`config.mk`:
```
export PLATFORM = sky130hd
export DESIGN_NAME = cmp_operand_loader_flat
export DESIGN_NICKNAME = d
export VERILOG_FILES = /design/src/rtl/cmp_operand_loader_if.sv /design/src/rtl/cmp_operand_loader.sv /design/src/flat_wrapper.sv
export SDC_FILE = /design/constraint.sdc
export NUM_CORES = 1
export LEC_CHECK = 0
export CAP_MARGIN = 20
export CELL_PAD_IN_SITES_DETAIL_PLACEMENT = 0
export CELL_PAD_IN_SITES_GLOBAL_PLACEMENT = 2
export CORE_AREA = 4 4 68 70
export DETAILED_ROUTE_END_ITERATION = 12
export DIE_AREA = 0 0 72 74
export PLACE_DENSITY = 0.78
export SLEW_MARGIN = 40
export SYNTH_ARGS = -nofsm -noshare
export SYNTH_HDL_FRONTEND = slang
export SYNTH_SLANG_ARGS = --single-unit
```
`constraint.sdc`:
```
create_clock -name clk -period 2.8 [get_ports clk]
set_input_delay 0.7 -clock clk [delete_from_list [all_inputs] [get_ports clk]]
set_output_delay 0.7 -clock clk [all_outputs]
set_load 0.1 [all_outputs]
```
`src/rtl/cmp_operand_loader_if.sv`:
```
// Operand-loader bus: raw switch/button inputs and the registered operand/status outputs.
// The loader takes the slave side; the driver of the switches (board or bench) takes the master side.
interface cmp_operand_loader_if #(
  parameter int WIDTH     = 4,
  parameter int CNT_WIDTH = 8
);
  logic [WIDTH-1:0]     sw;
  logic                 btn_load;
  logic                 btn_clear;
  logic [WIDTH-1:0]     x_out;
  logic [WIDTH-1:0]     y_out;
  logic                 x_valid;
  logic                 y_valid;
  logic                 pair_ready;
  logic                 pair_pulse;
  logic [1:0]           state_out;
  logic [CNT_WIDTH-1:0] pair_count;

  modport slave (
    input  sw, btn_load, btn_clear,
    output x_out, y_out, x_valid, y_valid, pair_ready, pair_pulse, state_out, pair_count
  );

  modport master (
    output sw, btn_load, btn_clear,
    input  x_out, y_out, x_valid, y_valid, pair_ready, pair_pulse, state_out, pair_count
  );
endinterface

```
`src/rtl/cmp_operand_loader.sv`:
```
// Operand stage for the comparator units: captures X then Y from one switch bank on
// successive load presses, holds them stable and flags when a complete pair is present.
module cmp_operand_loader #(
  parameter int WIDTH       = 4,
  parameter int SYNC_STAGES = 2,
  parameter int CNT_WIDTH   = 8
) (
  input  logic                  clk,
  input  logic                  rst,
  cmp_operand_loader_if.slave   bus
);

  typedef enum logic [1:0] {
    WAIT_X = 2'b00,
    WAIT_Y = 2'b01,
    READY  = 2'b10
  } state_e;

  // Switches and buttons share one chain depth so sw_s is aligned with the button edge.
  logic [SYNC_STAGES-1:0][WIDTH-1:0] sw_sync_q;
  logic [SYNC_STAGES-1:0]            load_sync_q;
  logic [SYNC_STAGES-1:0]            clr_sync_q;
  logic                              load_q;
  logic                              clr_q;

  logic [WIDTH-1:0] sw_s;
  logic             load_s;
  logic             clr_s;
  logic             load_edge;
  logic             clr_edge;

  state_e               state_q, state_d;
  logic [WIDTH-1:0]     x_q, x_d;
  logic [WIDTH-1:0]     y_q, y_d;
  logic                 x_valid_q, x_valid_d;
  logic                 y_valid_q, y_valid_d;
  logic                 pulse_q, pulse_d;
  logic [CNT_WIDTH-1:0] count_q, count_d;

  assign sw_s      = sw_sync_q[SYNC_STAGES-1];
  assign load_s    = load_sync_q[SYNC_STAGES-1];
  assign clr_s     = clr_sync_q[SYNC_STAGES-1];
  assign load_edge = load_s & ~load_q;
  assign clr_edge  = clr_s & ~clr_q;

  // NOTE: synchroniser and edge flops are reset too, so a button held through reset
  // release is seen as a fresh press rather than being silently swallowed.
  always_ff @(posedge clk or posedge rst) begin
    if (rst) begin
      sw_sync_q   <= '0;
      load_sync_q <= '0;
      clr_sync_q  <= '0;
      load_q      <= 1'b0;
      clr_q       <= 1'b0;
    end else begin
      // NOTE: non-blocking assignments let every stage shift on the same edge.
      sw_sync_q   <= {sw_sync_q[SYNC_STAGES-2:0], bus.sw};
      load_sync_q <= {load_sync_q[SYNC_STAGES-2:0], bus.btn_load};
      clr_sync_q  <= {clr_sync_q[SYNC_STAGES-2:0], bus.btn_clear};
      load_q      <= load_s;
      clr_q       <= clr_s;
    end
  end

  always_ff @(posedge clk or posedge rst) begin
    if (rst) begin
      state_q   <= WAIT_X;
      x_q       <= '0;
      y_q       <= '0;
      x_valid_q <= 1'b0;
      y_valid_q <= 1'b0;
      pulse_q   <= 1'b0;
      count_q   <= '0;
    end else begin
      state_q   <= state_d;
      x_q       <= x_d;
      y_q       <= y_d;
      x_valid_q <= x_valid_d;
      y_valid_q <= y_valid_d;
      pulse_q   <= pulse_d;
      count_q   <= count_d;
    end
  end

  always_comb begin
    // NOTE: every output of this block gets a hold value first, so no path infers a latch.
    state_d   = state_q;
    x_d       = x_q;
    y_d       = y_q;
    x_valid_d = x_valid_q;
    y_valid_d = y_valid_q;
    pulse_d   = 1'b0;
    count_d   = count_q;

    if (clr_edge) begin
      // Clear beats a coincident load; the pair counter is deliberately kept.
      state_d   = WAIT_X;
      x_d       = '0;
      y_d       = '0;
      x_valid_d = 1'b0;
      y_valid_d = 1'b0;
    end else if (load_edge) begin
      case (state_q)
        WAIT_X: begin
          state_d   = WAIT_Y;
          x_d       = sw_s;
          x_valid_d = 1'b1;
        end
        WAIT_Y: begin
          state_d   = READY;
          y_d       = sw_s;
          y_valid_d = 1'b1;
          pulse_d   = 1'b1;
          count_d   = count_q + CNT_WIDTH'(1);
        end
        READY: begin
          // Stale y_out is left in place; consumers qualify it with pair_ready.
          state_d   = WAIT_Y;
          x_d       = sw_s;
          y_valid_d = 1'b0;
        end
        default: begin
          state_d   = WAIT_X;
          x_d       = '0;
          y_d       = '0;
          x_valid_d = 1'b0;
          y_valid_d = 1'b0;
        end
      endcase
    end
  end

  assign bus.x_out      = x_q;
  assign bus.y_out      = y_q;
  assign bus.x_valid    = x_valid_q;
  assign bus.y_valid    = y_valid_q;
  assign bus.pair_ready = (state_q == READY);
  assign bus.pair_pulse = pulse_q;
  assign bus.state_out  = state_q;
  assign bus.pair_count = count_q;

endmodule

```
`src/flat_wrapper.sv`:
```
// flat-port wrapper written by rule: the top's interface ports become plain ports
module cmp_operand_loader_flat 
#(
  parameter int WIDTH       = 4,
  parameter int SYNC_STAGES = 2,
  parameter int CNT_WIDTH   = 8
)
  (clk, rst, bus_sw, bus_btn_load, bus_btn_clear, bus_x_out, bus_y_out, bus_x_valid, bus_y_valid, bus_pair_ready, bus_pair_pulse, bus_state_out, bus_pair_count);
  cmp_operand_loader_if #(.WIDTH(WIDTH), .CNT_WIDTH(CNT_WIDTH)) bus_i ();
  input  logic clk;
  input  logic rst;
  input wire logic [$bits(bus_i.sw)-1:0] bus_sw;
  input wire logic [$bits(bus_i.btn_load)-1:0] bus_btn_load;
  input wire logic [$bits(bus_i.btn_clear)-1:0] bus_btn_clear;
  output wire logic [$bits(bus_i.x_out)-1:0] bus_x_out;
  output wire logic [$bits(bus_i.y_out)-1:0] bus_y_out;
  output wire logic [$bits(bus_i.x_valid)-1:0] bus_x_valid;
  output wire logic [$bits(bus_i.y_valid)-1:0] bus_y_valid;
  output wire logic [$bits(bus_i.pair_ready)-1:0] bus_pair_ready;
  output wire logic [$bits(bus_i.pair_pulse)-1:0] bus_pair_pulse;
  output wire logic [$bits(bus_i.state_out)-1:0] bus_state_out;
  output wire logic [$bits(bus_i.pair_count)-1:0] bus_pair_count;
  assign bus_i.sw = bus_sw;
  assign bus_i.btn_load = bus_btn_load;
  assign bus_i.btn_clear = bus_btn_clear;
  assign bus_x_out = bus_i.x_out;
  assign bus_y_out = bus_i.y_out;
  assign bus_x_valid = bus_i.x_valid;
  assign bus_y_valid = bus_i.y_valid;
  assign bus_pair_ready = bus_i.pair_ready;
  assign bus_pair_pulse = bus_i.pair_pulse;
  assign bus_state_out = bus_i.state_out;
  assign bus_pair_count = bus_i.pair_count;
  cmp_operand_loader #(.WIDTH(WIDTH), .SYNC_STAGES(SYNC_STAGES), .CNT_WIDTH(CNT_WIDTH)) u_core (.clk(clk), .rst(rst), .bus(bus_i));
endmodule
```
**Yosys cells after proc, flatten, opt, wreduce, memory -nomap -nowiden**

Index checks and enable logic that the tools add are counted.

- Register bits after elaboration: 35
- Output and inout bits: 22

- $add $sub $neg: 1
- Equality and inequality tests: 6
- Mux-type cells: 18
- Bitwise gates (word level): 5
- Reduce and logical (&&, ||, !) cells: 9

Operators with widths:

| operator | count |
|---|---|
| $mux W4 | 4 |
| $pmux W4 S2 | 2 |
| $add A8 B1 Y8 const B | 1 |
| $ne A2 B1 Y1 const B | 4 |
| $reduce_and A2 Y1 | 4 |
| $mux W1 | 7 |
| $mux W2 | 2 |
| $pmux W1 S2 | 2 |
| $pmux W2 S2 | 1 |
| $reduce_or A2 Y1 | 2 |
| $not A1 Y1 | 3 |
| $reduce_and A3 Y1 | 1 |
| $and A1 B1 Y1 | 2 |
| $eq A2 B1 Y1 const B | 1 |
| $eq A2 B2 Y1 const B | 1 |
| $logic_not A2 Y1 | 1 |
| $reduce_bool A2 Y1 | 1 |

**Logic depth before layout (Yosys ltp)**

- Depth after elaboration: 5
- Gate-level depth with buffers: 6
- Mapped depth without buffers: 5

**Worst setup path after synthesis**

No wires, ideal clock.

- Path kind: flip-flop to flip-flop
- From: reg u_core.state_q[0], in the netlist u_core.bus.state_out[0]
- To: reg u_core.y_q[0], in the netlist u_core.bus.y_out[0]
- Setup time: 0.125 ns
- Arrival: 2.714 ns
- Path slack: -0.039 ns
- Stages on the path, launching flop included: 7
- Buffers on the path: 1
- Clock period less this slack: 2.839 ns
- Cells stage by stage: dfrtp_1 inv_1 ha_1 or2_0 buf_2 o21a_4 mux2_4

- Longest elaborated chain between the ends: 5
- Elaborated cells on any way between the ends: 9
- Those cells by class: 3 x eq/ne; 3 x mux; 3 x reduce/logical

RTL lines:

| item | RTL line | source |
|---|---|---|
| start: declaration | cmp_operand_loader.sv:32 | `state_e state_q, state_d;` |
| start signal: assignment | cmp_operand_loader.sv:75 | `state_q <= state_d;` |
| $eq A2 B2 Y1 (*) | n/a |  |
| via bus_pair_ready | flat_wrapper.sv:19 | `output wire logic [$bits(bus_i.pair_ready)-1:0] bus_pair_ready;` |
| $reduce_or A2 Y1 (no source line) (*) | n/a |  |
| $pmux W4 S2 | cmp_operand_loader.sv:103 | `case (state_q)` |
| $mux W4 | cmp_operand_loader.sv:102 | `end else if (load_edge) begin` |
| $mux W4 | cmp_operand_loader.sv:95 | `if (clr_edge) begin` |
| end signal: assignment | cmp_operand_loader.sv:77 | `y_q <= y_d;` |
| end: declaration | cmp_operand_loader.sv:34 | `logic [WIDTH-1:0] y_q, y_d;` |

Mark *: on every way through the listed nets, which the timed path passes. The rest lies on a longest branch. The select of a mux whose other input is x is not followed.
A chain may end at the register's enable or synchronous reset.

**Worst setup path in the final report**

- From: reg u_core.state_q[0], in the netlist u_core.bus.state_out[0]
- To: out bus_pair_ready

- Longest elaborated chain between the ends: 1

RTL lines:

| item | RTL line | source |
|---|---|---|
| $eq A2 B2 Y1 | cmp_operand_loader.sv:137 | `assign bus.pair_ready = (state_q == READY);` |
| end: declaration | flat_wrapper.sv:19 |  |

Every way passes these cells.

==> flow_summary.yaml <==
critical_path:
  cp_top_family: "flip-flops"
  required_ns: 2.10
  cp-start-kind: "flop"
  crit_fanout: 6
  critPathCaptureType: "primary output"
  cp_data_arrival_time_ns: 1.28
  cp.buffers_inverters: 2
  slowest_stage: "dfrtp_2"
  crit_type: "flop to primary output"
  critPathMaxStageDelay_ns: 0.44
  crit_chain: "inv_1 > ha_2 > buf_4"
pwr:
  p_leak_nw: 0.898
  p_per_area_nw_per_um2: 855
  max-vdd-ir-drop_uv: 344
global_route:
  antenna_found_initial: 0
  grt_use_total: 0.116
  grt_max_degree: 36
  grt_first_pass_wirelength_um: 4580
  grt_pass1_vias: 951
  overflow: 0
cts:
  cts_resized: 0
  post_cts_buffers: 0
  cts_root_buffer: "clkbuf_8"
  cts.sinks: 35
  clk_pin_slew_ns: 0.07
  cts_max_level: 2
  cts_buffers: 5
  insertion_delay_ns: 0.29
  cts_tree: "built"
  cts_buffer_depth: 2
  hold_buffers: 0
routing:
  drt-initial-drc-count: 29
  ant_nets: 0
  drt-total-wl_um: 2660
  post_drt_wl_per_cell_um: 13.9
  via_per_inst: 4.61
  via_count: 886
  route.detailed.drc: 0
  drt_first_pass_iters: 4
sta:
  slew_violations: 0
  worst_slack_ns: 0.819
  clock_skew_ns: 0.00659
  post-route-period-util: 0.707
  min_period_ns: 1.98
  fmax_mhz: 505
  rsz0062_at_grt: "no"
  fin_tns_setup_ns: 0
  hold_viol_final: 0
  tightest_slew_ns: 0.536
  finalSetupViolations: 0
  slew_headroom: 0.642
synthesis:
  ys_ff_latch: 35
  synth_common_cells: "dfrtp_1 (35), a21oi_1 (7), xor2_1 (7)"
  ys_seq_area_frac: 0.621
  synth.distinct_cells: 26
  synth_flop_cell: "dfrtp_1"
  synthCells: 106
  synth_area_um2: 1410
  synth_edf_count: 0
  avgSynthCellArea_um2: 13.3
  async_flop_share: 1.00
  yosysWarnings: 0
  yosys.area.top_type_share: 0.621
  synth_most_common_cell: "dfrtp_1"
  syn_nets: 120
  netlist_top_cells_area: "dfrtp_1 (62%), ha_1 (5.3%), xor2_1 (4.3%)"
  synth.largest_area_cell: "dfrtp_1"
layout:
  antennaDiodeCount: 0
  nNetsFinal: 155
  drive_above_1_share: 0.303
  area_growth_pct: 28.5
place:
  place.gp.congestion: 0.719
  dp_slack_ns: 1.05
  dp_hpwl_um: 1910
  port_buffers: 29
floorplan:
  initial_utilization: 0.355
  dieWidth_um: 72
  io_pins: 30
  core.rowCount: 23
  dieArea_um2: 5330
  die_h_um: 74
  coreArea_um2: 3970
hold_path:
  holdCritPathClass: "flop to flop"
job:
  drv_cap: 0
status:
  status: "complete, no violations"
## cell usage in the layout (no fill, tap or decap), types with 3 or more instances in the layout
master           netlist  routed
nor3_1                 3       3
clkdlybuf4s50_1        0       7
or3b_1                 3       3
dfrtp_1               35      34
and3_1                 4       4
clkbuf_8               0       7
mux2_4                 4       4
inv_1                  3       3
xor2_1                 7       7
nand3_1                4       4
ha_1                   6       5
nand2_1                4       4
o21ai_0                6       6
a21oi_1                7       7
buf_4                  0      24
## routing by layer
metal  track usage  share of wire  vias to the layer above
met5             0              0                        -
met4        0.0877          0.030                        0
met3        0.0324          0.042                        8
met2         0.176           0.46                       18
met1         0.143           0.46                      423
li1              -              -                      437
## power breakdown
group	switching (mW)	internal, mW	total [mW]
sequential	0.0530	0.559	0.612
combinational	0.419	0.123	0.541
clock	0.173	0.224	0.397
total	0.644	0.906	1.55
## kinds of logic after synthesis
group                    Yosys count  synth area share
buffers and inverters              6            0.0186
adder cells (fa/ha/maj)            6            0.0532
XOR/XNOR                           7            0.0434
multiplexers                       5            0.0505
AO/OA/AOI/OAI                     15            0.0629
AND/OR/NAND/NOR                   32             0.151
flip-flops                        35             0.621
## worst register-to-register path, delay by kind of cell, from the launching register on
family / cells / cell delay, ns
muxes: 1 / 0.30
AOI/OAI and AO/OA: 1 / 0.27
adders and majority gates: 1 / 0.22
DFF: 1 / 0.42
and+or+nand+nor: 1 / 0.32
buffers and inverters: 1 / 0.10
## area by class of cell
| class | count | area, µm² |
|---|---|---|
| Sequential cell | 35 | 877 |
| Clock buffer | 8 | 100 |
| Tap cell | 50 | 62.6 |
| Fill cell | 371 | 2160 |
| Multi-Input combinational cell | 65 | 512 |
| Timing Repair Buffer | 31 | 250 |
| Inverter | 3 | 11.3 |
## sequential cells by signal (all words and copies together) (netlist names)
| name | flops |
|---|---|
| u_core.bus.x_out | 4 |
| u_core.clr_q | 1 |
| u_core.bus.pair_count | 8 |
| u_core.sw_s | 4 |
| u_core.bus.pair_pulse | 1 |
| u_core.bus.state_out | 2 |
| u_core.load_q | 1 |
| u_core.load_sync_q | 2 |
| u_core.sw_sync_q | 4 |
| u_core.bus.x_valid | 1 |
| u_core.bus.y_out | 4 |
| u_core.clr_sync_q | 2 |
| u_core.bus.y_valid | 1 |
## stage by stage
stage / utilization / total power, mW / hold slack [ns] / cells / instance area [µm²]
CTS: 0.457 / 1.57 / 0.349 / 192 / 1810
finish: 0.457 / 1.55 / 0.341 / 192 / 1810
global placement: 0.431 / 1.16 / 0.334 / 184 / 1710
floorplan: - / 1.04 / 0.331 / 106 / 1420
global route: 0.457 / 1.62 / 0.353 / 192 / 1810
detailed placement: 0.431 / 1.16 / 0.335 / 184 / 1710
## worst paths after layout
path                                          from                 endpoint  slack (ns)  cells past startpoint
setup / recovery           u_core.bus.state_out[0]           bus_pair_ready        0.82                      3
hold / removal                 u_core.sw_sync_q[3]           u_core.sw_s[3]        0.34                      0
setup reg to reg           u_core.bus.state_out[1]      u_core.bus.y_out[3]        1.06                      5
hold reg to reg                u_core.sw_sync_q[3]           u_core.sw_s[3]        0.34                      0
max in group asynchronous                      rst  u_core.bus.state_out[0]        1.66                      3
min in group asynchronous                      rst      u_core.bus.x_out[2]        0.81                      3
Note: power is estimated with default switching activity, not from simulation.
